<file path="src/rtl/reg_file_pkg.sv">
// Shared defaults for the multi-port register file.
// Latency: n/a (constants and helpers only).
// Backpressure: n/a.
//
// Holds the default geometry used by reg_file_mp and a helper that derives
// the byte-strobe width from a data width.
package reg_file_pkg;

  localparam int DEF_ADDR_WIDTH = 5;
  localparam int DEF_DATA_WIDTH = 32;
  localparam int DEF_REG_AMOUNT = 32;
  localparam int DEF_RD_PORTS   = 2;
  localparam int DEF_STRB_WIDTH = DEF_DATA_WIDTH / 8;

  // One strobe bit per data byte.
  function automatic int strb_width(input int data_width);
    return data_width / 8;
  endfunction

endpackage

</file>
<file path="src/rtl/reg_scoreboard.sv">
// Pending-result scoreboard: one bit per register, set on issue, cleared on write.
// Latency: set/clear visible one cycle after the request edge; o_any is registered.
// Backpressure: none; requests are always accepted.
//
// Ports:
//   i_clk, i_rst_n         clock, synchronous active-low reset
//   i_set, i_set_addr      mark a register pending
//   i_clr, i_clr_addr      clear a register's pending bit (write-back)
//   o_pending              registered pending bit per register
//   o_any                  registered OR of all pending bits
module reg_scoreboard #(
  parameter int ADDR_WIDTH = 5,
  parameter int REG_AMOUNT = 32,
  parameter int ZERO_REG   = 1
) (
  input  logic                  i_clk,
  input  logic                  i_rst_n,
  input  logic                  i_set,
  input  logic [ADDR_WIDTH-1:0] i_set_addr,
  input  logic                  i_clr,
  input  logic [ADDR_WIDTH-1:0] i_clr_addr,
  output logic [REG_AMOUNT-1:0] o_pending,
  output logic                  o_any
);

  logic [REG_AMOUNT-1:0] r_pending;
  logic                  r_any;
  logic [REG_AMOUNT-1:0] w_next;

  // Set is applied after clear so a same-cycle set/clear to one index keeps
  // the bit pending. Indices outside the file never match any bit position.
  always_comb begin
    w_next = r_pending;
    for (int i = 0; i < REG_AMOUNT; i++) begin
      if (i_clr && (i_clr_addr == ADDR_WIDTH'(i))) w_next[i] = 1'b0;
      if (i_set && (i_set_addr == ADDR_WIDTH'(i))) w_next[i] = 1'b1;
    end
    if (ZERO_REG != 0) w_next[0] = 1'b0;
  end

  always_ff @(posedge i_clk) begin
    if (!i_rst_n) begin
      r_pending <= '0;
      r_any     <= 1'b0;
    end else begin
      r_pending <= w_next;
      r_any     <= |w_next;
    end
  end

  assign o_pending = r_pending;
  assign o_any     = r_any;

endmodule

</file>
<file path="src/rtl/reg_file_mp.sv">
// Multi-read-port register file with byte-strobed writes, optional write
// bypass, optional hard-wired zero register and a pending-result scoreboard.
// Latency: reads combinational (0 cycles); writes and pending bits land at the next edge.
// Backpressure: none; every write and busy_set is accepted.
//
// Ports:
//   i_clk, i_rst_n                clock, synchronous active-low reset
//   w_enable/w_addr/w_data/w_strb write request with byte enables
//   busy_set/busy_addr            mark a register as having a result in flight
//   r_addr/r_data/r_busy          read ports, port p in slice p
//   busy_any                      registered OR of all pending bits
module reg_file_mp
  import reg_file_pkg::*;
#(
  parameter int ADDR_WIDTH = DEF_ADDR_WIDTH,
  parameter int DATA_WIDTH = DEF_DATA_WIDTH,
  parameter int REG_AMOUNT = DEF_REG_AMOUNT,
  parameter int RD_PORTS   = DEF_RD_PORTS,
  parameter int ZERO_REG   = 1,
  parameter int BYPASS     = 1
) (
  input  logic                           i_clk,
  input  logic                           i_rst_n,
  input  logic                           w_enable,
  input  logic [ADDR_WIDTH-1:0]          w_addr,
  input  logic [DATA_WIDTH-1:0]          w_data,
  input  logic [strb_width(DATA_WIDTH)-1:0] w_strb,
  input  logic                           busy_set,
  input  logic [ADDR_WIDTH-1:0]          busy_addr,
  input  logic [RD_PORTS*ADDR_WIDTH-1:0] r_addr,
  output logic [RD_PORTS*DATA_WIDTH-1:0] r_data,
  output logic [RD_PORTS-1:0]            r_busy,
  output logic                           busy_any
);

  localparam int                  STRB_W   = strb_width(DATA_WIDTH);
  // One extra bit so REG_AMOUNT == 2^ADDR_WIDTH is representable.
  localparam logic [ADDR_WIDTH:0] LP_NREGS = (ADDR_WIDTH+1)'(REG_AMOUNT);

  logic [DATA_WIDTH-1:0] r_regs [REG_AMOUNT];
  logic [REG_AMOUNT-1:0] w_pending;
  logic                  w_wr_ok;

  // A write lands only on an implemented, writable index.
  assign w_wr_ok = w_enable
                && ({1'b0, w_addr} < LP_NREGS)
                && !((ZERO_REG != 0) && (w_addr == '0));

  always_ff @(posedge i_clk) begin
    if (!i_rst_n) begin
      for (int i = 0; i < REG_AMOUNT; i++) r_regs[i] <= '0;
    end else if (w_wr_ok) begin
      for (int i = 0; i < REG_AMOUNT; i++) begin
        if (w_addr == ADDR_WIDTH'(i)) begin
          for (int b = 0; b < STRB_W; b++) begin
            if (w_strb[b]) r_regs[i][b*8 +: 8] <= w_data[b*8 +: 8];
          end
        end
      end
    end
  end

  // Every write clears the pending bit, even with an all-zero strobe.
  reg_scoreboard #(
    .ADDR_WIDTH (ADDR_WIDTH),
    .REG_AMOUNT (REG_AMOUNT),
    .ZERO_REG   (ZERO_REG)
  ) u_scoreboard (
    .i_clk      (i_clk),
    .i_rst_n    (i_rst_n),
    .i_set      (busy_set),
    .i_set_addr (busy_addr),
    .i_clr      (w_enable),
    .i_clr_addr (w_addr),
    .o_pending  (w_pending),
    .o_any      (busy_any)
  );

  for (genvar p = 0; p < RD_PORTS; p++) begin : g_rd
    logic [ADDR_WIDTH-1:0] w_raddr;
    logic                  w_valid;
    logic [DATA_WIDTH-1:0] w_stored;
    logic [DATA_WIDTH-1:0] w_word;

    assign w_raddr = r_addr[p*ADDR_WIDTH +: ADDR_WIDTH];

    // Out-of-range indices and the zero register read as constant zero.
    assign w_valid = ({1'b0, w_raddr} < LP_NREGS)
                  && !((ZERO_REG != 0) && (w_raddr == '0));

    // Storage is masked while reset is held so reads are 0 even before the
    // first reset edge has cleared the array.
    assign w_stored = (w_valid && i_rst_n) ? r_regs[w_raddr] : '0;

    // Bypass merges the strobed bytes of the in-flight write; it stays live
    // during reset, where the merge base is the masked zero word.
    always_comb begin
      w_word = w_stored;
      if ((BYPASS != 0) && w_enable && w_valid && (w_raddr == w_addr)) begin
        for (int b = 0; b < STRB_W; b++) begin
          if (w_strb[b]) w_word[b*8 +: 8] = w_data[b*8 +: 8];
        end
      end
    end

    assign r_data[p*DATA_WIDTH +: DATA_WIDTH] = w_word;
    // Pending flag is the registered bit only; a same-cycle clear is not forwarded.
    assign r_busy[p] = w_valid ? w_pending[w_raddr] : 1'b0;
  end

endmodule

</file>
<file path="config.mk">
export PLATFORM = sky130hd
export DESIGN_NAME = reg_file_mp
export DESIGN_NICKNAME = d
export VERILOG_FILES = /design/src/rtl/reg_file_pkg.sv /design/src/rtl/reg_scoreboard.sv /design/src/rtl/reg_file_mp.sv
export SDC_FILE = /design/constraint.sdc
export NUM_CORES = 2
export LEC_CHECK = 0
export CAP_MARGIN = 10
export CORE_MARGIN = 5
export CORE_UTILIZATION = 30
export CTS_CLUSTER_SIZE = 14
export DETAILED_ROUTE_END_ITERATION = 8
export GPL_TIMING_DRIVEN = 0
export SLEW_MARGIN = 20
export SYNTH_ARGS = -nofsm -noshare
export SYNTH_HDL_FRONTEND = slang
export SYNTH_SLANG_ARGS = --single-unit
</file>
<file path="constraint.sdc">
create_clock -name i_clk -period 7.7 [get_ports i_clk]
set_input_delay 1.925 -clock i_clk [delete_from_list [all_inputs] [get_ports i_clk]]
set_output_delay 1.925 -clock i_clk [all_outputs]
set_load 0.01 [all_outputs]
</file>
After elaboration in Yosys (flattened, before gate mapping)
Memory sizes are Yosys's and may differ from the RTL's.
Cells that the tools add are included.
- register bits after elaboration: 33
- RAM bits: 1024
- input port bits: 60
- word-level logic and storage cells: 999
- memories kept: 1
- $lt $le $gt $ge: 2
- eq/ne operators: 64
- multiplexer cells: 725
- bitwise gates (word level): 128
- reduce and logical (&&, ||, !) cells: 76
- memories (memory ; depth ; width ; read ports ; clocked after memory_dff ; wr ports ; line ; RTL):
    r_regs ; 32 ; 32 ; 2 ; 0 ; 32 ; reg_file_mp.sv:40 ; logic [DATA_WIDTH-1:0] r_regs [REG_AMOUNT];
- operators by type and width (operator ; number):
    $mux 8 ; 136
    $mux 1 ; 583
    $eq 5x5->1 const B ; 32
    $mux 32 ; 4
    $or 1x1->1 ; 128
    $eq 5x4->1 const B ; 16
    $logic_and 1x1->1 ; 69
    $eq 5x3->1 const B ; 8
    $reduce_or 31->1 ; 1
    $eq 5x2->1 const B ; 4
    $logic_not 5->1 ; 3
    $lt 5x6->1 const B ; 2
    $bmux 1 s5 ; 2
    $eq 5x1->1 const B ; 2
    $eq 5x5->1 ; 2
    $logic_not 1->1 ; 3

Longest topological paths before layout
- word-level depth: 7
- gate-level depth with buffers: 10
- gate-level depth less buffers: 6

Hierarchy
A second synthesis with hierarchy kept.
- cell total of the unflattened synthesis: 3701
- area, all modules: 53656.5 sq um
- modules (own cells, without submodules) (module ; times used ; cells an instance ; area an instance (sq um) ; seq. area each (sq um)):
    reg_file_mp ; 1 ; 3532 ; 52221.3 ; 30749.5
    reg_scoreboard ; 1 ; 169 ; 1435.1 ; 640.6

Worst setup path before layout
OpenSTA, ideal clock, no wires.
- path type: input port to output port
- start: input r_addr[0]
- end: output r_busy[0]
- data arrival time: 3.790 ns
- data required time: 5.775 ns
- path slack: 1.985 ns
- stages on the path: 7
- path through: buf_2 > buf_2 > buf_2 > buf_2 > mux4_2 > mux4_2 > mux2_2
- cells in the longest elaborated chain, start to end: 3
- ends and longest elaborated chain (what ; line ; RTL):
    from (decl) ; reg_file_mp.sv:30 ; input logic [RD_PORTS*ADDR_WIDTH-1:0] r_addr,
    $bmux 1 s5 ; reg_file_mp.sv:108 ; assign r_busy[p] = w_valid ? w_pending[w_raddr] : 1'b0;
    $mux 1 (not written as such) ; reg_file_mp.sv:108 ;
    $mux 1 (*) ; reg_file_mp.sv:108 ;
    to (decl) ; reg_file_mp.sv:32 ; output logic [RD_PORTS-1:0] r_busy,
Every way passes the cells marked *; elsewhere a longest branch is shown, timed or not. The select of a mux whose other input is x is not followed.

Worst setup path after layout
- start: input r_addr[5]
- end: output r_data[58]
- cells in the longest elaborated chain, start to end: 6
- ends and longest elaborated chain (what ; line ; RTL):
    parallel branches: the longest is 5 deep, another holds $mem_v2 32x32 ; -- ;
    $mux 32 (*) ; reg_file_mp.sv:99 ; if ((BYPASS != 0) && w_enable && w_valid && (w_raddr == w_addr)) begin
    to (decl) ; reg_file_mp.sv:31 ; output logic [RD_PORTS*DATA_WIDTH-1:0] r_data,
Every way passes the cells marked *.

==> run summary <==
Post-Syn Area: 53700 sq um
core region area: 178000 sq um
Boundary Pins: 127
Final Core Density: 34.7%
vias in the first global route: 36593
Worst-path clk slew: 60 ps
Critical Path Start: r_addr[5]
fillers: 16916
Starting DRT DRC Count: 5348
die width: 433 microns
CP endpoint kind: output pin
synthesized instance count: 3631
worst vdd ir: 0.199 mV
uppermost layer routed: met5
TritonCTS clock tree: yes
met1 WL: 69300 microns
H-tree Lvls: 3
worst path cell trace: buf_2 > buf_2 > buf_2 > mux4_2 > mux2i_2 > a21oi_1 > a22oi_1 > nand2_1 > clkdlybuf4s50_1
Avg WL per Cell: 31.9 microns
YS warnings: 0
Die ar.: 188000 sq um
cts bufs inserted: 105
area delta synth->final: 15.3%
startpoint types: input port
worst-path maximum fanout: 10
area taken by multi-input logic gates: 21200 sq um
Total Routed Length: 203000 microns
die height: 433 microns
Cell Pwr Density: 231 nW/um^2
final worst-path cycle share: 101%
initial antenna violation count: 7
routed wl met3: 20500 microns
global-route wire length before repair: 280000 microns
sequential cell area: 31400 sq um
CTS sink cnt: 1056
Seq/Total Area, Yosys: 58.5%
commonest non-fill, non-tap cell in the layout: edfxtp_1
Max Transition Viols Final: 0
DRC viols: 0
vias: 36977
grt ovf: 0
Max Fclk: 128 MHz
CP arrival: 5880 ps
Period minus WS final: 7800 ps
R2R Path Start: u_scoreboard.o_pending[5]
via/cell ratio: 5.81
Post-synth ARST share: 0%
ys flop type: edfxtp_1
outcome: finished with violations
number of synthesized flops with an enable pin: 1024
Setup-failing EPs final: 10
failing checks: negative setup slack
setup TNS: -489 ps
Final Net Count: 3983
gpl congestion: 1.05
largest net degree at the start of global routing: 15
Max-cap violations: 0
Seq cells post-synth: 1056
slowest CP cell: buf_2
RSZ-0062 raised after global routing: false
Final ANT Viol Nets: 0
min-delay src: u_scoreboard.o_pending[18]
clk buf depth: 3
Cell Rows: 155
Crit path top cell by count: buf_2
detailed placement HPWL: 154000 microns
most frequent cells in the layout: 1024 x edfxtp_1, 566 x nor2_1, 530 x mux4_2, 331 x nand2_1, 153 x clkbuf_1
layout cells sized above 1: 22.4%
Final Hold Viols: 0
Root Buffer: clkbuf_16
Leak Pwr: 20.3 nW
setup slack after layout: -103 ps
PortBufs: 114
Distinct cells, synth: 43
Least-Margin Pin Slew: 1370 ps
Pre-antenna DRT Iters: 6
Hold Crit Class: register to register
relative slew slack: 8.99%
total power: 14.3 mW
CP max stage delay: 690 ps
met2 wire len: 94900 microns
later-pin clock latency in the skew report: 730 ps
Critical Path RT: 5780 ps
CP Class: input port to output pin
starting density of the core: 30.1%
GRT Util Overall: 21.2%
syn avg cell area: 14.8 sq um
final setup skew: 16.5 ps
[per-layer routing]
layer / track usage [%] / vias to the layer above
li1: - / 14808
met1: 24.9 / 18880
met2: 34.0 / 2605
met3: 4.43 / 680
met4: 16.2 / 4
met5: 0 / -
[flip-flops by register name, summed over array words and instances (netlist names)]
name                    flops
r_regs                   1024
u_scoreboard.o_any          1
u_scoreboard.o_pending     31
[per-stage QoR]
step / setup WS (ps) / cell area (sq um) / hold WS, ps / instances
global placement: -906 / 57900 / 519 / 6131
floorplan: 1990 / 53800 / 486 / 3662
finish: -103 / 61900 / 547 / 6369
detailed placement: -718 / 58300 / 527 / 6171
CTS: -4.82 / 61800 / 540 / 6364
global route: 12.3 / 61900 / 575 / 6367
[layout make-up]
class                           count  area share, %
Multi-Input combinational cell   2287           34.2
Timing Repair Buffer              154           2.35
Inverter                           36          0.218
Clock inverter                     73           1.16
Buffer                            283           2.15
Tap cell                         2355           4.76
Sequential cell                  1056           50.7
Clock buffer                      120           4.40
Antenna cell                        5         0.0202
[kinds of logic after synthesis]
logic type | after synthesis | share of synthesized area [%]
simple gates | 1124 | 8.97
flops | 1056 | 58.5
mux | 663 | 24.7
compound gates | 458 | 5.20
buf+inv | 319 | 2.49
xor+xnor | 10 | 0.163
other cells | 1 | 0.00698
[path summary, 6_finish.rpt]
path / endpoint / cells past startpoint / slack, ps
hold reg to reg: u_scoreboard.o_pending[18] / 2 / 550
hold / removal: u_scoreboard.o_pending[18] / 2 / 550
setup / recovery: r_data[58] / 9 / -100
setup reg to reg: u_scoreboard.o_any / 4 / 5940
[what timing repair did]
action,in CTS,in global routing
endpoints found under the setup margin,64,42
hold buffers,0,0
setup buffers,0,0
gates resized for setup,37,41
pin swaps,0,2
[report_power, final]
| part | switching [mW] | internal [mW] | total [mW] | leakage, nW |
|---|---|---|---|---|
| clock network | 2.37 | 2.95 | 5.32 | 1.68 |
| logic | 1.26 | 0.815 | 2.08 | 8.58 |
| registers | 0.188 | 6.70 | 6.89 | 10.1 |
| total | 3.82 | 10.5 | 14.3 | 20.3 |
[cells in the mapped netlist, drive strengths merged (5+ instances only)]
cell / instances / area, sq um
edfxtp: 1024 / 30700
a22oi: 64 / 480
and2: 40 / 251
inv: 36 / 135
nor2: 568 / 2130
or2: 5 / 31.3
mux2i: 129 / 1290
dfxtp: 32 / 641
nor4: 5 / 31.3
xnor2: 10 / 87.6
nand4: 6 / 37.5
a211oi: 129 / 968
clkbuf: 164 / 616
a21oi: 147 / 736
nand3: 8 / 40.0
nand2b: 6 / 37.5
o21ai: 114 / 574
buf: 119 / 588
nor2b: 133 / 832
nand2: 331 / 1240
mux4: 530 / 11900
[critical path, delay by kind of cell]
kind	cells	cell delay [ps]
muxes	2	950
buffers and inverters	4	2150
and+or+nand+nor	1	280
AOI/OAI and AO/OA	2	540
Note: power is estimated with default switching activity, not from simulation.
